`src/rtl/lr35902_oam_pkg.sv`:
```
// Shared types and constants for the LR35902 OAM controller.
// Build option LR35902_OAM_DMA_ECHO_EN (see lr35902_oam_dma) folds echo-RAM DMA source pages.
package lr35902_oam_pkg;

    localparam int unsigned OAM_BYTES      = 160;
    localparam logic [7:0]  FF46_RST_VAL   = 8'hFF;
    localparam logic [7:0]  BLOCKED_RD_VAL = 8'hFF;

    typedef enum logic [2:0] {
        DMA_IDLE  = 3'd0,
        DMA_START = 3'd1,
        DMA_READ  = 3'd2,
        DMA_WRITE = 3'd3,
        DMA_HOLD  = 3'd4
    } dma_state_e;

    typedef enum logic [1:0] {
        OWN_NONE = 2'd0,
        OWN_CPU  = 2'd1,
        OWN_PPU  = 2'd2,
        OWN_DMA  = 2'd3
    } owner_e;

endpackage

```
`src/rtl/lr35902_oam_ctrl_if.sv`:
```
// Bus bundle between the CPU decoder, PPU, DMA source, OAM RAM and the OAM controller.
interface lr35902_oam_ctrl_if;

    logic [7:0]  cpu_adr;
    logic [7:0]  cpu_din;
    logic        cpu_read;
    logic        cpu_write;
    logic [7:0]  cpu_dout;
    logic        ppu_lock;
    logic [7:0]  ppu_adr;
    logic        ppu_read;
    logic        reg_write;
    logic [7:0]  reg_din;
    logic [7:0]  reg_dout;
    logic        dma_req;
    logic [15:0] dma_adr;
    logic [7:0]  dma_din;
    logic        dma_ack;
    logic        dma_active;
    logic [7:0]  oam_adr;
    logic [7:0]  oam_din;
    logic        oam_read;
    logic        oam_write;
    logic [7:0]  oam_dout;

    modport slave (
        input  cpu_adr, cpu_din, cpu_read, cpu_write, ppu_lock, ppu_adr, ppu_read,
               reg_write, reg_din, dma_din, dma_ack, oam_dout,
        output cpu_dout, reg_dout, dma_req, dma_adr, dma_active,
               oam_adr, oam_din, oam_read, oam_write
    );

    modport master (
        output cpu_adr, cpu_din, cpu_read, cpu_write, ppu_lock, ppu_adr, ppu_read,
               reg_write, reg_din, dma_din, dma_ack, oam_dout,
        input  cpu_dout, reg_dout, dma_req, dma_adr, dma_active,
               oam_adr, oam_din, oam_read, oam_write
    );

endinterface

```
`src/rtl/lr35902_oam_dma.sv`:
```
// FF46 OAM DMA engine: copies OAM_BYTES bytes from page XX00 into OAM, one READ/WRITE/HOLD per byte.
// Define LR35902_OAM_DMA_ECHO_EN to fold source pages E0-FF onto C0-DF.
module lr35902_oam_dma #(
    parameter int unsigned OAM_BYTES = lr35902_oam_pkg::OAM_BYTES
) (
    input  logic        clk,
    input  logic        reset_n,
    input  logic        reg_write,
    input  logic [7:0]  reg_din,
    input  logic        wr_prev,
    input  logic [7:0]  dma_din,
    input  logic        dma_ack,
    output logic [7:0]  reg_dout,
    output logic        dma_req,
    output logic [15:0] dma_adr,
    output logic        dma_active,
    output logic [7:0]  oam_adr,
    output logic [7:0]  oam_din,
    output logic        oam_write
);
    import lr35902_oam_pkg::*;

    localparam logic [7:0] LAST_IDX = 8'(OAM_BYTES - 1);

    dma_state_e state_q, state_d;
    logic [7:0] index_q, index_d;
    logic [7:0] page_q, page_d;
    logic [7:0] pend_q, pend_d;
    logic [7:0] data_q, data_d;
    logic       restart_q, restart_d;
    logic [7:0] src_page;

    always_ff @(posedge clk or negedge reset_n) begin
        if (!reset_n) begin
            state_q   <= DMA_IDLE;
            index_q   <= '0;
            page_q    <= '0;
            pend_q    <= FF46_RST_VAL;
            data_q    <= '0;
            restart_q <= 1'b0;
        end else begin
            state_q   <= state_d;
            index_q   <= index_d;
            page_q    <= page_d;
            pend_q    <= pend_d;
            data_q    <= data_d;
            restart_q <= restart_d;
        end
    end

    // A write while busy only parks the new page; the in-flight byte drains through HOLD first.
    always_comb begin
        state_d   = state_q;
        index_d   = index_q;
        page_d    = page_q;
        pend_d    = pend_q;
        data_d    = data_q;
        restart_d = restart_q;
        if (reg_write) pend_d = reg_din;
        case (state_q)
            DMA_IDLE: begin
                if (reg_write) begin
                    state_d = DMA_START;
                    index_d = '0;
                end
            end
            DMA_START: begin
                if (!reg_write && !wr_prev) begin
                    state_d   = DMA_READ;
                    page_d    = pend_q;
                    restart_d = 1'b0;
                end
            end
            DMA_READ: begin
                if (reg_write) restart_d = 1'b1;
                if (dma_ack) begin
                    state_d = DMA_WRITE;
                    data_d  = dma_din;
                end
            end
            DMA_WRITE: begin
                if (reg_write) restart_d = 1'b1;
                state_d = DMA_HOLD;
            end
            DMA_HOLD: begin
                if (restart_q || reg_write) begin
                    state_d   = DMA_START;
                    index_d   = '0;
                    restart_d = 1'b0;
                end else if (index_q == LAST_IDX) begin
                    state_d = DMA_IDLE;
                end else begin
                    state_d = DMA_READ;
                    index_d = index_q + 8'd1;
                end
            end
            default: state_d = DMA_IDLE;
        endcase
    end

`ifdef LR35902_OAM_DMA_ECHO_EN
    assign src_page = (page_q[7:5] == 3'b111) ? {page_q[7:6], 1'b0, page_q[4:0]} : page_q;
`else
    assign src_page = page_q;
`endif

    assign reg_dout   = pend_q;
    assign dma_active = (state_q != DMA_IDLE);
    assign dma_req    = (state_q == DMA_READ);
    assign dma_adr    = {src_page, index_q};
    assign oam_adr    = index_q;
    assign oam_din    = data_q;
    assign oam_write  = (state_q == DMA_WRITE);

endmodule

```
`src/rtl/lr35902_oam_ctrl.sv`:
```
// OAM access controller: arbitrates DMA > PPU > CPU onto the OAM RAM and blocks CPU accesses.
// Build option LR35902_OAM_DMA_ECHO_EN is handled inside lr35902_oam_dma.
module lr35902_oam_ctrl #(
    parameter int unsigned OAM_BYTES = lr35902_oam_pkg::OAM_BYTES
) (
    input logic               clk,
    input logic               reset_n,
    lr35902_oam_ctrl_if.slave bus
);
    import lr35902_oam_pkg::*;

    logic       dma_active;
    logic       dma_wr;
    logic [7:0] dma_oam_adr;
    logic [7:0] dma_oam_din;
    logic       blocked;
    logic       live_q;
    logic       wr_prev_q;
    logic       blk_rd_q;
    owner_e     grant_q, grant, want;
    logic [7:0] adr_c, din_c;
    logic       rd_c, wr_c;

    lr35902_oam_dma #(.OAM_BYTES(OAM_BYTES)) u_dma (
        .clk        (clk),
        .reset_n    (reset_n),
        .reg_write  (bus.reg_write),
        .reg_din    (bus.reg_din),
        .wr_prev    (wr_prev_q),
        .dma_din    (bus.dma_din),
        .dma_ack    (bus.dma_ack),
        .reg_dout   (bus.reg_dout),
        .dma_req    (bus.dma_req),
        .dma_adr    (bus.dma_adr),
        .dma_active (dma_active),
        .oam_adr    (dma_oam_adr),
        .oam_din    (dma_oam_din),
        .oam_write  (dma_wr)
    );

    assign blocked = dma_active | bus.ppu_lock;

    // Grant may only move once the previous cycle's write strobe has dropped.
    always_comb begin
        want  = OWN_CPU;
        adr_c = '0;
        din_c = '0;
        rd_c  = 1'b0;
        wr_c  = 1'b0;
        if (dma_active)        want = OWN_DMA;
        else if (bus.ppu_lock) want = OWN_PPU;
        grant = wr_prev_q ? grant_q : want;
        if (!live_q) grant = OWN_NONE;
        case (grant)
            OWN_CPU: begin
                adr_c = bus.cpu_adr;
                din_c = bus.cpu_din;
                rd_c  = bus.cpu_read & ~blocked;
                wr_c  = bus.cpu_write & ~blocked;
            end
            OWN_PPU: begin
                adr_c = bus.ppu_adr;
                rd_c  = bus.ppu_read;
            end
            OWN_DMA: begin
                adr_c = dma_oam_adr;
                din_c = dma_oam_din;
                wr_c  = dma_wr;
            end
            default: ;
        endcase
    end

    always_ff @(posedge clk or negedge reset_n) begin
        if (!reset_n) begin
            live_q    <= 1'b0;
            grant_q   <= OWN_NONE;
            wr_prev_q <= 1'b0;
            blk_rd_q  <= 1'b1;
        end else begin
            live_q    <= 1'b1;
            grant_q   <= grant;
            wr_prev_q <= wr_c;
            blk_rd_q  <= bus.cpu_read & blocked;
        end
    end

    assign bus.dma_active = dma_active;
    assign bus.oam_adr    = adr_c;
    assign bus.oam_din    = din_c;
    assign bus.oam_read   = rd_c;
    assign bus.oam_write  = wr_c;
    assign bus.cpu_dout   = blk_rd_q ? BLOCKED_RD_VAL : bus.oam_dout;

endmodule
```
`src/flat_wrapper.sv`:
```
// flat-port wrapper written by rule: the top's interface ports become plain ports
module lr35902_oam_ctrl_flat import lr35902_oam_pkg::*;
#(
    parameter int unsigned OAM_BYTES = lr35902_oam_pkg::OAM_BYTES
)
  (clk, reset_n, bus_cpu_adr, bus_cpu_din, bus_cpu_read, bus_cpu_write, bus_ppu_lock, bus_ppu_adr, bus_ppu_read, bus_reg_write, bus_reg_din, bus_dma_din, bus_dma_ack, bus_oam_dout, bus_cpu_dout, bus_reg_dout, bus_dma_req, bus_dma_adr, bus_dma_active, bus_oam_adr, bus_oam_din, bus_oam_read, bus_oam_write);
  lr35902_oam_ctrl_if bus_i ();
  input logic clk;
  input logic reset_n;
  input wire logic [$bits(bus_i.cpu_adr)-1:0] bus_cpu_adr;
  input wire logic [$bits(bus_i.cpu_din)-1:0] bus_cpu_din;
  input wire logic [$bits(bus_i.cpu_read)-1:0] bus_cpu_read;
  input wire logic [$bits(bus_i.cpu_write)-1:0] bus_cpu_write;
  input wire logic [$bits(bus_i.ppu_lock)-1:0] bus_ppu_lock;
  input wire logic [$bits(bus_i.ppu_adr)-1:0] bus_ppu_adr;
  input wire logic [$bits(bus_i.ppu_read)-1:0] bus_ppu_read;
  input wire logic [$bits(bus_i.reg_write)-1:0] bus_reg_write;
  input wire logic [$bits(bus_i.reg_din)-1:0] bus_reg_din;
  input wire logic [$bits(bus_i.dma_din)-1:0] bus_dma_din;
  input wire logic [$bits(bus_i.dma_ack)-1:0] bus_dma_ack;
  input wire logic [$bits(bus_i.oam_dout)-1:0] bus_oam_dout;
  output wire logic [$bits(bus_i.cpu_dout)-1:0] bus_cpu_dout;
  output wire logic [$bits(bus_i.reg_dout)-1:0] bus_reg_dout;
  output wire logic [$bits(bus_i.dma_req)-1:0] bus_dma_req;
  output wire logic [$bits(bus_i.dma_adr)-1:0] bus_dma_adr;
  output wire logic [$bits(bus_i.dma_active)-1:0] bus_dma_active;
  output wire logic [$bits(bus_i.oam_adr)-1:0] bus_oam_adr;
  output wire logic [$bits(bus_i.oam_din)-1:0] bus_oam_din;
  output wire logic [$bits(bus_i.oam_read)-1:0] bus_oam_read;
  output wire logic [$bits(bus_i.oam_write)-1:0] bus_oam_write;
  assign bus_i.cpu_adr = bus_cpu_adr;
  assign bus_i.cpu_din = bus_cpu_din;
  assign bus_i.cpu_read = bus_cpu_read;
  assign bus_i.cpu_write = bus_cpu_write;
  assign bus_i.ppu_lock = bus_ppu_lock;
  assign bus_i.ppu_adr = bus_ppu_adr;
  assign bus_i.ppu_read = bus_ppu_read;
  assign bus_i.reg_write = bus_reg_write;
  assign bus_i.reg_din = bus_reg_din;
  assign bus_i.dma_din = bus_dma_din;
  assign bus_i.dma_ack = bus_dma_ack;
  assign bus_i.oam_dout = bus_oam_dout;
  assign bus_cpu_dout = bus_i.cpu_dout;
  assign bus_reg_dout = bus_i.reg_dout;
  assign bus_dma_req = bus_i.dma_req;
  assign bus_dma_adr = bus_i.dma_adr;
  assign bus_dma_active = bus_i.dma_active;
  assign bus_oam_adr = bus_i.oam_adr;
  assign bus_oam_din = bus_i.oam_din;
  assign bus_oam_read = bus_i.oam_read;
  assign bus_oam_write = bus_i.oam_write;
  lr35902_oam_ctrl #(.OAM_BYTES(OAM_BYTES)) u_core (.clk(clk), .reset_n(reset_n), .bus(bus_i));
endmodule
```
`config.mk`:
```
export PLATFORM = sky130hd
export DESIGN_NAME = lr35902_oam_ctrl_flat
export DESIGN_NICKNAME = d
export VERILOG_FILES = /design/src/rtl/lr35902_oam_pkg.sv /design/src/rtl/lr35902_oam_ctrl_if.sv /design/src/rtl/lr35902_oam_dma.sv /design/src/rtl/lr35902_oam_ctrl.sv /design/src/flat_wrapper.sv
export SDC_FILE = /design/constraint.sdc
export NUM_CORES = 1
export LEC_CHECK = 0
export CORE_MARGIN = 4
export CORE_UTILIZATION = 42
export CTS_BUF_LIST = sky130_fd_sc_hd__clkbuf_2
export DETAILED_ROUTE_END_ITERATION = 12
export GPL_ROUTABILITY_DRIVEN = 0
export HOLD_SLACK_MARGIN = 0.06
export PLACE_DENSITY = 0.88
export SYNTH_ARGS = -nofsm -noshare
export SYNTH_HDL_FRONTEND = slang
export SYNTH_SLANG_ARGS = --single-unit
export TNS_END_PERCENT = 30
```
`constraint.sdc`:
```
create_clock -name clk -period 3.3 [get_ports clk]
set_clock_uncertainty 0.1 [all_clocks]
set_input_delay 0.33 -clock clk [delete_from_list [all_inputs] [get_ports clk]]
set_output_delay 0.33 -clock clk [all_outputs]
set_load 0.01 [all_outputs]
```
==> results summary <==
The proportion of synthesized chip area in sequential cells is 0.472. The area growth from synthesis to final layout came out at 56.0%. Grouping stages by cell kind, the critical path spends the most delay in buffers and inverters.

The number of max-slew violations in the final report came to 0. The share of final-layout standard cells stronger than drive strength 1 came out at 0.197. The site row count is 26. The setup path with the least slack is of type flip-flop to primary output. The area occupied by multi-input gates is 0.00112 sq mm. The critical path capture point type is a primary output.

The number of synthesized flops with an enable pin is 0. The total wire length came out at about 6300 um. The post-synthesis cell type count came out at 47. The wire length of the first global-routing pass came out at ~10000 um. The number of logic stages on the critical path including buffering is 7. The number of nets still failing antenna checks after routing came out at 0. The number of buffers on the longest clock path came out at 2.

The final count of negative-setup-slack endpoints is 0. For this run, asynchronously set or reset flops after synthesis account for 1.00. The tightest slew margin relative to the limit is 0.387. For flop-to-flop paths, the worst setup slack is roughly 1.3 ns. Total power for the finished layout comes to roughly 0.0020 W. The max-cap violation count came out at 0. The area of the core is 0.00507 sq mm. The fmax is around 330 MHz. The smallest clock period supported by the final layout is computed as roughly 3.1 ns.

The worst hold path belongs to the class input pin to flip-flop. The count of synthesis-stage warnings from yosys came out at 0. The endpoint identified for the worst register-to-register timing path is u_core.u_dma.oam_din[3]$_DFFE_PN0P_.

Entering global routing, the biggest net connects 42 pins. For hold timing, the worst endpoint is u_core.blk_rd_q$_DFF_PN1_. Counting instances, the worst hold path has a depth of 2.

The residual DRC count is 0. The combinational share of power is 0.515. Of the total power, the share spent switching nets is 0.357.

The residual overflow from global routing came out at 0. The internal power summed over all cells came out at about 0.0013 W. The data arrival time of the worst path came out at around 2.6 ns. The slowest cell on the critical path is clkdlybuf4s50_1. The synthesized net count is 258. The cell depth of the worst flop-to-flop path came out at 4. The critical-path maximum fanout is 11. The number of antenna diodes in the final layout is 0.

The startpoint of the most critical hold path is bus_cpu_read. The synthesized area per cell came out at 11.0 sq um. The worst path required time came out at about 2.9 ns. The sequential group share of total power came out at 0.380. The transition time of the tightest slew-check pin is between 0.9 and 1 ns. In this run, synthesis produced a sequential element count of between 40 and 50. The count of fill cells added during filler insertion is around 430. Registers take 0.00104 sq mm. Setup repair after global routing left no endpoint under its margin. The die span in x is ~80 um.

The initial antenna violation count came out at 0. The sink count of the clock tree is 41. The count of pins on the block boundary came out at 108. The leakage power summed over all cells is around 1.5 nW. For this run, the detailed router's first-pass iteration total came to 4. The count of buffering cells on the critical path with inverters included came out at 2. For the final routed database, the setup TNS stands at 0 ns.

After technology mapping, the gate count stands at 199. The vertical extent of the die is ~80 um. The cell area power density is 586 mW/mm^2.

The area of the die came out at 0.00645 sq mm. The number of clock buffers added by TritonCTS is 5. The clock tree from TritonCTS is built. The aggregate global-route resource usage came out at 0.197.

In the routed layout, each cell is associated on average with a via count of between 5 and 6. The type of element launching the critical path is a flip-flop. Hold is met by 0.377 ns. The number of global-route vias before repair is 2085. The count of buffers from port buffering is approximately 110. The HPWL after detailed placement is between 4000 and 5000 um. Clock tree synthesis selected as its root buffer the cell clkbuf_2. The effective utilization at floorplan is 0.433.

After detailed routing, the average wire length per cell comes to approximately 16 um. The finished cells cover around 0.0034 sq mm. The worst-case IR drop observed on VDD is between 0.0003 and 0.0004 V. The clock latency on the worst-skew pair is roughly 0.4 ns. In this run the critical register-to-register path is launched from u_core.u_dma.state_q[1]$_DFFE_PN0P_. Traced cell by cell, the critical path runs through nor3_4 -> inv_2 -> o311ai_4 -> ha_4 -> and2_4 -> a22o_1 -> clkdlybuf4s50_1. The net switching power came out at a little over 0.0007 W. The placed instance area came out at between 0.003 and 0.004 sq mm.

The number of hold violations in the final report is 0. The flow ran to the end, and the final reports show no timing, DRC or antenna violations. The H-tree was split into 2 levels. The clock network fraction of design power came out at 0.106. For this run, the leading register cell type out of synthesis is dfrtp_1. The delay of the slowest cell on the worst path is 0.53 ns.

After the first detailed-routing iteration, the DRC count stood at ~110. The final net count is 367. The clock-pin transition on the worst setup and hold timing paths is ~0.19 ns. The total number of vias is between 1500 and 2000. The cell area that synthesis handed to floorplanning was between 0.002 and 0.0025 sq mm. The final worst-path cycle share came out at 0.929.
-- area by class of cell --
| cell class | count | area share |
|---|---|---|
| timing repair buffer | 112 | 0.328 |
| multi-input combinational | 143 | 0.327 |
| sequential | 41 | 0.303 |
| tap | 70 | 0.0255 |
| clock buffer | 5 | 0.00730 |
| inverter | 5 | 0.00547 |
| clock inverter | 3 | 0.00365 |
-- power groups by stage --
stage / combinational, W / clock (W) / sequential [W]
after floorplan: 0.000538 / 0 / 0.000779
after global placement: 0.000971 / 0 / 0.000773
after detailed placement: 0.00100 / 0 / 0.000782
after CTS: 0.00101 / 0.000222 / 0.000772
after global routing: 0.00112 / 0.000243 / 0.000788
final: 0.00104 / 0.000212 / 0.000763
-- worst register-to-register path, cell delays in order (launching register included) --
cell and delay, ns:
dfrtp_1 0.44, buf_4 0.20, nor3b_1 0.36, and2_1 0.42, mux2_2 0.38
-- metal layers --
layer / vias to the layer above / wire, um / GRT usage
li1: 947 / - / -
met1: 964 / 2380 / 0.216
met2: 70 / 3340 / 0.358
met3: 8 / 456 / 0.0639
met4: 0 / 82 / 0.0574
met5: - / 0 / 0
-- Yosys cell counts (3+ instances only) --
library cell	instances	area (sq um)
or2_2	8	50.1
o21ai_0	7	35.0
nand2_1	6	22.5
nor2_1	17	63.8
inv_1	4	15.0
buf_2	3	15.0
a21oi_1	8	40.0
dfrtp_1	32	801
ha_1	3	37.5
buf_6	3	33.8
nand3_1	5	25.0
mux2_1	6	67.6
a31oi_1	10	62.6
a22o_1	16	140
dfstp_2	9	236
nand2b_1	5	31.3
and2_1	3	18.8
mux2_2	19	214
-- through the flow --
| step | setup slack [ns] | cells | utilization |
|---|---|---|---|
| final | 0.233 | 379 | 0.676 |
| after global routing | 0.0211 | 379 | 0.676 |
| after CTS | 0.0270 | 378 | 0.664 |
| after detailed placement | 0.0835 | 369 | 0.652 |
| after global placement | 0.251 | 369 | 0.652 |
| after floorplan | 0.797 | 199 | - |
-- kinds of logic after synthesis --
group,share of synthesized area
simple gates,0.161
compound gates,0.179
flops,0.472
mux,0.128
buf+inv,0.0376
fa+ha+maj,0.0171
other cells,0.00171
xor+xnor,0.00399
-- registers in the layout (all words and copies together) (netlist names) --
register and count:
u_core.u_dma.state_q 3, u_core.blk_rd_q 1, u_core.wr_prev_q 1, u_core.u_dma.oam_adr 8
u_core.u_dma.oam_din 8, u_core.grant_q 2, u_core.live_q 1, u_core.u_dma.reg_dout 8
u_core.u_dma.page_q 8, u_core.u_dma.restart_q 1
-- worst max path at each step --
stage / start / to / slack [ns]
after global routing: u_core.u_dma.state_q[1]$_DFFE_PN0P_ / bus_oam_write / 0.02
after global placement: bus_ppu_lock / bus_oam_din[0] / 0.25
after detailed placement: bus_ppu_lock / bus_oam_din[4] / 0.08
after CTS: u_core.u_dma.state_q[0]$_DFFE_PN0P_ / bus_oam_adr[2] / 0.03
final: u_core.u_dma.state_q[2]$_DFFE_PN0P_ / bus_oam_din[4] / 0.23
after floorplan: u_core.u_dma.state_q[2]$_DFFE_PN0P_ / bus_oam_adr[0] / 0.80
-- placed cells by master, fill, tap and decap left out, types with 3 or more instances in the layout --
cell	count
o21ai_0	7
mux2_2	19
a21oi_1	8
nand2_1	6
nand2b_1	5
clkbuf_2	5
a31oi_1	10
inv_1	4
or2_2	8
clkdlybuf4s50_1	98
mux2_1	6
dfrtp_1	31
a22o_1	16
dfstp_2	9
and2_1	3
dlymetal6s2s_1	8
nand3_1	5
buf_4	4
nor2_1	17
-- what timing repair did --
| action | 4_1_cts | 5_1_grt |
|---|---|---|
| resized for setup | 5 | 11 |
| hold buffers | 1 | 0 |
| pin swaps | 0 | 0 |
| hold endpoints to repair | 32 | 0 |
| setup endpoints to repair | 18 | 17 |
| setup buffers | 0 | 1 |
(Power assumes the default switching activity.)
